File: config.mk
export PLATFORM = sky130hd
export DESIGN_NAME = ped_phase_controller
export DESIGN_NICKNAME = d
export VERILOG_FILES = /design/src/rtl/ped_pkg.sv /design/src/rtl/ped_phase_timer.sv /design/src/rtl/ped_phase_controller.sv
export SDC_FILE = /design/constraint.sdc
export NUM_CORES = 1
export LEC_CHECK = 0
export BUFFER_PORTS_ARGS = -buffer_cell sky130_fd_sc_hd__buf_2
export CORE_MARGIN = 2
export CORE_UTILIZATION = 58
export CTS_CLUSTER_SIZE = 10
export DETAILED_ROUTE_END_ITERATION = 6
export PLACE_DENSITY = 0.79
export RECOVER_POWER = 25
export SYNTH_ARGS = -nofsm -noshare
export SYNTH_HDL_FRONTEND = slang
export SYNTH_SLANG_ARGS = --single-unit
export TNS_END_PERCENT = 50
File: constraint.sdc
create_clock -name clk -period 2.6 [get_ports clk]
set_clock_uncertainty 0.1 [all_clocks]
set_input_delay 0.26 -clock clk [delete_from_list [all_inputs] [get_ports clk]]
set_output_delay 0.26 -clock clk [all_outputs]
set_load 0.05 [all_outputs]
File: src/rtl/ped_pkg.sv
// ped_pkg: shared definitions for the pedestrian phase controller.
//   - ped_state_t : phase FSM state encoding
//   - CAR_*       : car lamp encodings {red, yellow, green}
//   - PED_*       : pedestrian lamp encodings {red, green}
//   - CNT_IDLE    : count_out value while no pedestrian phase is running
//   - CLEAR_START : count_out value at which the walk phase becomes clearance
package ped_pkg;

    typedef enum logic [2:0] {
        CAR_GREEN,
        CAR_YELLOW,
        ALLRED1,
        PED_WALK,
        PED_CLEAR,
        ALLRED2,
        NIGHT_FLASH
    } ped_state_t;

    localparam logic [2:0] CAR_R   = 3'b100;
    localparam logic [2:0] CAR_Y   = 3'b010;
    localparam logic [2:0] CAR_G   = 3'b001;
    localparam logic [2:0] CAR_OFF = 3'b000;

    localparam logic [1:0] PED_R   = 2'b10;
    localparam logic [1:0] PED_G   = 2'b01;
    localparam logic [1:0] PED_OFF = 2'b00;

    localparam logic [4:0] CNT_IDLE    = 5'd31;
    localparam logic [4:0] CLEAR_START = 5'd3;

endpackage

File: src/rtl/ped_phase_timer.sv
// ped_phase_timer: loadable, tick-enabled down counter with terminal flag.
// Ports:
//   clk, reset_n : clock, asynchronous active-low reset (value <= RST_VAL)
//   tick         : enable; nothing changes without it
//   load/load_val: load value on tick (takes priority over dec)
//   dec          : decrement on tick
//   value        : registered counter value
//   last         : value == 1 (final tick of an N-tick phase)
module ped_phase_timer #(
    parameter int unsigned    W       = 5,
    parameter logic [W-1:0]   RST_VAL = '0
) (
    input  logic         clk,
    input  logic         reset_n,
    input  logic         tick,
    input  logic         load,
    input  logic [W-1:0] load_val,
    input  logic         dec,
    output logic [W-1:0] value,
    output logic         last
);

    always_ff @(posedge clk or negedge reset_n) begin
        if (!reset_n) begin
            value <= RST_VAL;
        end else if (tick) begin
            if (load)
                value <= load_val;
            else if (dec)
                value <= value - W'(1);
        end
    end

    assign last = (value == W'(1));

endmodule

File: src/rtl/ped_phase_controller.sv
// ped_phase_controller: traffic phase master driving car/pedestrian lamps and
// the 5-bit pedestrian count consumed by the downcounter/display path.
// Ports:
//   clk, reset_n   : clock, asynchronous active-low reset
//   tick           : 1 Hz one-clk enable; all phase timing advances on it
//   ped_req        : debounced pedestrian button (level or pulse)
//   night_mode     : request for flashing-yellow night operation
//   count_out      : pedestrian count, 31 when no pedestrian phase active
//   light_out_time : high during night flash (display blanks)
//   car_light      : {red, yellow, green}
//   ped_light      : {red, green}
//   ped_wait       : pedestrian request pending
// Build option: define PED_BLINK_EN to blink ped green during clearance;
// otherwise ped green is solid during clearance.
module ped_phase_controller #(
    parameter int unsigned MIN_GREEN = 10,
    parameter int unsigned MAX_GREEN = 30,
    parameter int unsigned YELLOW_T  = 3,
    parameter int unsigned ALLRED_T  = 2,
    parameter int unsigned PED_LOAD  = 26,
    parameter int unsigned TMR_W     = 5
) (
    input  logic       clk,
    input  logic       reset_n,
    input  logic       tick,
    input  logic       ped_req,
    input  logic       night_mode,
    output logic [4:0] count_out,
    output logic       light_out_time,
    output logic [2:0] car_light,
    output logic [1:0] ped_light,
    output logic       ped_wait
);

    import ped_pkg::*;

    localparam logic [TMR_W-1:0] MIN_G     = TMR_W'(MIN_GREEN);
    localparam logic [TMR_W-1:0] MAX_G     = TMR_W'(MAX_GREEN);
    localparam logic [TMR_W-1:0] YEL       = TMR_W'(YELLOW_T);
    localparam logic [TMR_W-1:0] AR        = TMR_W'(ALLRED_T);
    localparam logic [4:0]       PED_START = 5'(PED_LOAD);

    ped_state_t       state, nxt;
    logic [TMR_W-1:0] tmr, tmr_val, grn_inc;
    logic             tmr_load, tmr_dec, tmr_last;
    logic [4:0]       cnt_val;
    logic             cnt_load, cnt_dec, cnt_last;
    logic             flash, flash_nxt;
`ifdef PED_BLINK_EN
    logic             ped_blink, blink_nxt;
`endif

    // Phase timer; in CAR_GREEN it is reloaded with an incremented value so
    // the same down counter also serves as the saturating green up-count.
    ped_phase_timer #(.W(TMR_W), .RST_VAL('0)) u_tmr (
        .clk      (clk),
        .reset_n  (reset_n),
        .tick     (tick),
        .load     (tmr_load),
        .load_val (tmr_val),
        .dec      (tmr_dec),
        .value    (tmr),
        .last     (tmr_last)
    );

    // Pedestrian count; its register is count_out itself.
    ped_phase_timer #(.W(5), .RST_VAL(CNT_IDLE)) u_cnt (
        .clk      (clk),
        .reset_n  (reset_n),
        .tick     (tick),
        .load     (cnt_load),
        .load_val (cnt_val),
        .dec      (cnt_dec),
        .value    (count_out),
        .last     (cnt_last)
    );

    always_comb begin
        nxt      = state;
        tmr_load = 1'b0;
        tmr_dec  = 1'b0;
        tmr_val  = tmr;
        cnt_load = 1'b0;
        cnt_dec  = 1'b0;
        cnt_val  = CNT_IDLE;
        // Decision uses the post-tick green time so green lasts MAX_GREEN ticks.
        grn_inc  = (tmr >= MAX_G) ? MAX_G : tmr + TMR_W'(1);
        case (state)
            CAR_GREEN: begin
                if (night_mode) begin
                    nxt = NIGHT_FLASH;
                end else if (grn_inc == MAX_G || (grn_inc >= MIN_G && ped_wait)) begin
                    nxt      = CAR_YELLOW;
                    tmr_load = 1'b1;
                    tmr_val  = YEL;
                end else begin
                    tmr_load = 1'b1;
                    tmr_val  = grn_inc;
                end
            end
            CAR_YELLOW: begin
                if (night_mode) begin
                    nxt = NIGHT_FLASH;
                end else if (tmr_last) begin
                    nxt      = ALLRED1;
                    tmr_load = 1'b1;
                    tmr_val  = AR;
                end else begin
                    tmr_dec = 1'b1;
                end
            end
            ALLRED1: begin
                if (night_mode) begin
                    nxt = NIGHT_FLASH;
                end else if (tmr_last) begin
                    nxt      = PED_WALK;
                    cnt_load = 1'b1;
                    cnt_val  = PED_START;
                end else begin
                    tmr_dec = 1'b1;
                end
            end
            PED_WALK: begin
                cnt_dec = 1'b1;
                if (count_out == CLEAR_START + 5'd1)
                    nxt = PED_CLEAR;
            end
            PED_CLEAR: begin
                if (count_out == '0) begin
                    nxt      = ALLRED2;
                    cnt_load = 1'b1;
                    cnt_val  = CNT_IDLE;
                    tmr_load = 1'b1;
                    tmr_val  = AR;
                end else begin
                    cnt_dec = 1'b1;
                end
            end
            ALLRED2: begin
                // Night request is honoured only after the full all-red, so a
                // pedestrian phase is always followed by ALLRED_T red ticks.
                if (tmr_last) begin
                    if (night_mode) begin
                        nxt = NIGHT_FLASH;
                    end else begin
                        nxt      = CAR_GREEN;
                        tmr_load = 1'b1;
                        tmr_val  = '0;
                    end
                end else begin
                    tmr_dec = 1'b1;
                end
            end
            NIGHT_FLASH: begin
                if (!night_mode) begin
                    nxt      = ALLRED2;
                    tmr_load = 1'b1;
                    tmr_val  = AR;
                end
            end
            default: nxt = CAR_GREEN;
        endcase

        flash_nxt = (nxt == NIGHT_FLASH) ? ((state == NIGHT_FLASH) ? ~flash : 1'b1) : 1'b0;
`ifdef PED_BLINK_EN
        blink_nxt = (nxt == PED_CLEAR && state == PED_CLEAR) ? ~ped_blink : 1'b0;
`endif
    end

    always_ff @(posedge clk or negedge reset_n) begin
        if (!reset_n) begin
            state          <= CAR_GREEN;
            car_light      <= CAR_G;
            ped_light      <= PED_R;
            light_out_time <= 1'b0;
            flash          <= 1'b0;
            ped_wait       <= 1'b0;
`ifdef PED_BLINK_EN
            ped_blink      <= 1'b0;
`endif
        end else begin
            // Request latch runs every clk, independent of tick.
            if (tick && state == ALLRED1 && nxt == PED_WALK)
                ped_wait <= 1'b0;
            else if (ped_req && (state == CAR_GREEN || state == CAR_YELLOW ||
                                 state == NIGHT_FLASH))
                ped_wait <= 1'b1;

            if (tick) begin
                state          <= nxt;
                flash          <= flash_nxt;
                light_out_time <= (nxt == NIGHT_FLASH);
`ifdef PED_BLINK_EN
                ped_blink      <= blink_nxt;
`endif
                case (nxt)
                    CAR_GREEN:  begin car_light <= CAR_G; ped_light <= PED_R; end
                    CAR_YELLOW: begin car_light <= CAR_Y; ped_light <= PED_R; end
                    ALLRED1,
                    ALLRED2:    begin car_light <= CAR_R; ped_light <= PED_R; end
                    PED_WALK:   begin car_light <= CAR_R; ped_light <= PED_G; end
                    PED_CLEAR: begin
                        car_light <= CAR_R;
`ifdef PED_BLINK_EN
                        ped_light <= blink_nxt ? PED_G : PED_OFF;
`else
                        ped_light <= PED_G;
`endif
                    end
                    NIGHT_FLASH: begin
                        car_light <= flash_nxt ? CAR_Y : CAR_OFF;
                        ped_light <= PED_OFF;
                    end
                    default:    begin car_light <= CAR_G; ped_light <= PED_R; end
                endcase
            end
        end
    end

endmodule

==> results.txt <==
Tcrit/Tclk final - 95.1%
Clk sinks - 21
CP Capture Point - u_tmr.value[1]$_DFFE_PN0P_
DRT antenna net count - 0
Flop2flop setup slack - 130 ps
Leak - 0.747 nW
Final worst slack - 128 ps
Row count - 18
Worst Path Arrival - 2600 ps
H-tree levels - 1
Buf+Inv Stages, Crit Path - 2
CTS max path bufs - 2
CTS root buffer - clkbuf_4
Critical Path End Type - flip-flop
1st-pass router iterations - 6
Post-Syn Instances - 191
Crit. path cell count - 8
CP cell instances - inv_1 -> ha_1 -> or4b_1 -> a221o_1 -> a221oi_4 -> buf_4 -> o21ai_0 -> o22a_1
Drc violations - 0
Routability cong. - 0.852
Synth top area cells - dfrtp_1, dfstp_2, a21oi_1
Core box area - 2520 µm²
Reg2reg start - u_cnt.value[0]$_DFFE_PN1P_
FF-to-FF End - u_tmr.value[1]$_DFFE_PN0P_
First-pass GRT wire length - 5960 µm
Syn_area_per_cell - 8.29 µm²
Min Tclk post-route - 2470 ps
Worst hold path startpoint - ped_req
Final hold slack - 127 ps
VDD IR-drop max - 1310 µV
Top-count cell post-synth - nor2_1
Max_cap viols - 0
Initial antenna violation count - 0
Register clock-pin slew on the reported worst setup and hold paths - 120 ps
CP max-delay cell - or4b_1
CTS tree - done
Slew headroom - 24.3%
# port buffers - 16
Gr usage total - 23.3%
Final Hold Vio Count - 0
Initial Util - 62.8%
Fraction of layout cells with a size suffix above 1 - 20.0%
Vias per cell - 6.35
Max Fclk - 0.404 GHz
Crit path launch type - flip-flop
Post-DP HPWL - 2640 µm
Yosys top cell area share - 22.1%
Vias post-DR - 1525
RSZ-0062 raised after global routing - no
Hold Path Class - input port to flip-flop
Dpl ws - 149 ps
Post-synth ARST share - 100%
Max Slew Vio Count - 0
Die width - 56.3 µm
Crit path max fanout - 8
First DRT Iteration DRCs - 76
Clk Latency, worst-skew pair - 320 ps
I/O pin count - 17
Distinct cell type count after synthesis - 47
Synth area leader - dfrtp_1
CP Launch Point - u_cnt.value[0]$_DFFE_PN1P_
Main synth FF type - dfrtp_1
Ant diodes - 0
Reg2Reg Depth - 8
Synth Net Count - 202
Final setup viols - 0
PwrDens - 1390 nW/µm²
Register area share after synthesis - 33.7%
Vias in the first global route - 1361
Yosys warns - 0
Drt wl/cell - 15.3 µm
CP max stage delay - 460 ps
P&R area growth vs syn - 11.9%
WP data required - 2730 ps
Worst Path Class, Setup - flip-flop to flip-flop
Die Y - 56.3 µm
Seq cells post-synth - 21
Largest delay share family, worst path - compound AO/OA/AOI/OAI gates
Largest net degree at the start of global routing - 22
Die ar. - 3170 µm²
Filler cells - 206
Cell Area, Synth - 1580 µm²
Num CTS Buffers - 3
Detailed Route WL - 3660 µm
Slew at the pin closest to its max-slew limit - 1140 ps
Overflow after GRT - 0
Synth cell count leaders - nor2_1, a21oi_1, nand2_1, dfrtp_1, nand3_1
EDFF count, synth - 0
Outcome - finished, final reports clean
Setup TNS - 0 ps
Final net count - 222
## logic make-up (layout without fill, tap and decap cells)
logic type	count (synthesis)	in the layout	synth area share, %
buffers and inverters	18	37	4.50
xor gates and xnor gates	5	5	2.77
DFF	21	21	33.7
AOI/OAI and AO/OA	58	58	25.2
adders and majority gates	6	6	4.74
and+or+nand+nor	81	81	27.8
muxes	2	2	1.26
## timing repair
item | CTS | global route
setup endpoints to repair | 0 | 5
resized for setup | 0 | 3
hold buffers | 1 | 0
endpoints found under the hold margin | 14 | 0
buffers inserted | 0 | 4
## layout make-up
| type | count | area, µm² | area share, % |
|---|---|---|---|
| Sequential cell | 21 | 534 | 30.1 |
| Tap cell | 30 | 37.5 | 2.12 |
| Multi-Input combinational cell | 152 | 992 | 56.0 |
| Timing Repair Buffer | 26 | 156 | 8.82 |
| Clock buffer | 4 | 26.3 | 1.48 |
| Inverter | 7 | 26.3 | 1.48 |
## report_power, final
group	switching, mW	total [mW]	leakage [nW]	internal, mW
sequential	0.217	0.733	0.231	0.515
clock	0.105	0.165	0.0150	0.0602
combinational	0.993	1.56	0.501	0.569
## metrics by stage
step                      area, µm²  power (mW)  utilization, %  std cells
final                          1770        2.46            70.3        240
after global routing           1770        2.64            70.3        240
after CTS                      1730        2.39            68.6        236
after detailed placement       1690        2.22            67.2        231
after global placement         1690        2.18            67.2        231
after floorplan                1580        1.90               -        191
## state kept, by name, indices dropped and copies added, names as in the netlist
| name | cells |
|---|---|
| u_tmr.value | 5 |
| light_out_time | 1 |
| u_cnt.value | 5 |
| ped_light | 2 |
| ped_wait | 1 |
| flash | 1 |
| state | 3 |
| car_light | 3 |
## cells in the final DEF (no fill, tap or decap), types with 3 or more instances in the layout
cell type and n:
buf_4 9, buf_2 15, nand2b_1 3, ha_1 6, nor2b_1 6, a211oi_1 3
dfstp_2 7, clkbuf_4 3, a21oi_1 20, a21o_1 3, dfrtp_1 14, nor3_1 6
xor2_1 3, o21ai_0 9, nand2_1 16, nor2_1 23, nand3_1 10, inv_1 6
## worst min path at each step
| stage | to | slack, ps | cells after the start |
|---|---|---|---|
| finish | ped_wait$_DFFE_PN0P_ | 130 | 3 |
| global route | ped_wait$_DFFE_PN0P_ | 200 | 3 |
| CTS | ped_wait$_DFFE_PN0P_ | 140 | 3 |
| detailed placement | u_tmr.value[0]$_DFFE_PN0P_ | 140 | 1 |
| global placement | u_tmr.value[1]$_DFFE_PN0P_ | 140 | 1 |
| floorplan | car_light[1]$_DFFE_PN0P_ | -140 | 0 |
## worst reg2reg max path, delay by kind of cell (launching register included)
family | cells | cell delay, ps
AND/OR/NAND/NOR | 1 | 460
buffers and inverters | 2 | 270
adder cells (fa/ha/maj) | 1 | 180
flip-flops | 1 | 410
AO/OA/AOI/OAI | 4 | 970
## layer usage
| layer | up-vias | track usage [%] | wire (µm) |
|---|---|---|---|
| li1 | 735 | - | - |
| met1 | 724 | 30.7 | 1640 |
| met2 | 59 | 38.8 | 1750 |
| met3 | 7 | 3.92 | 225 |
| met4 | 0 | 7.82 | 48 |
| met5 | - | 0 | 0 |
Power figures use the tool's default switching activity.
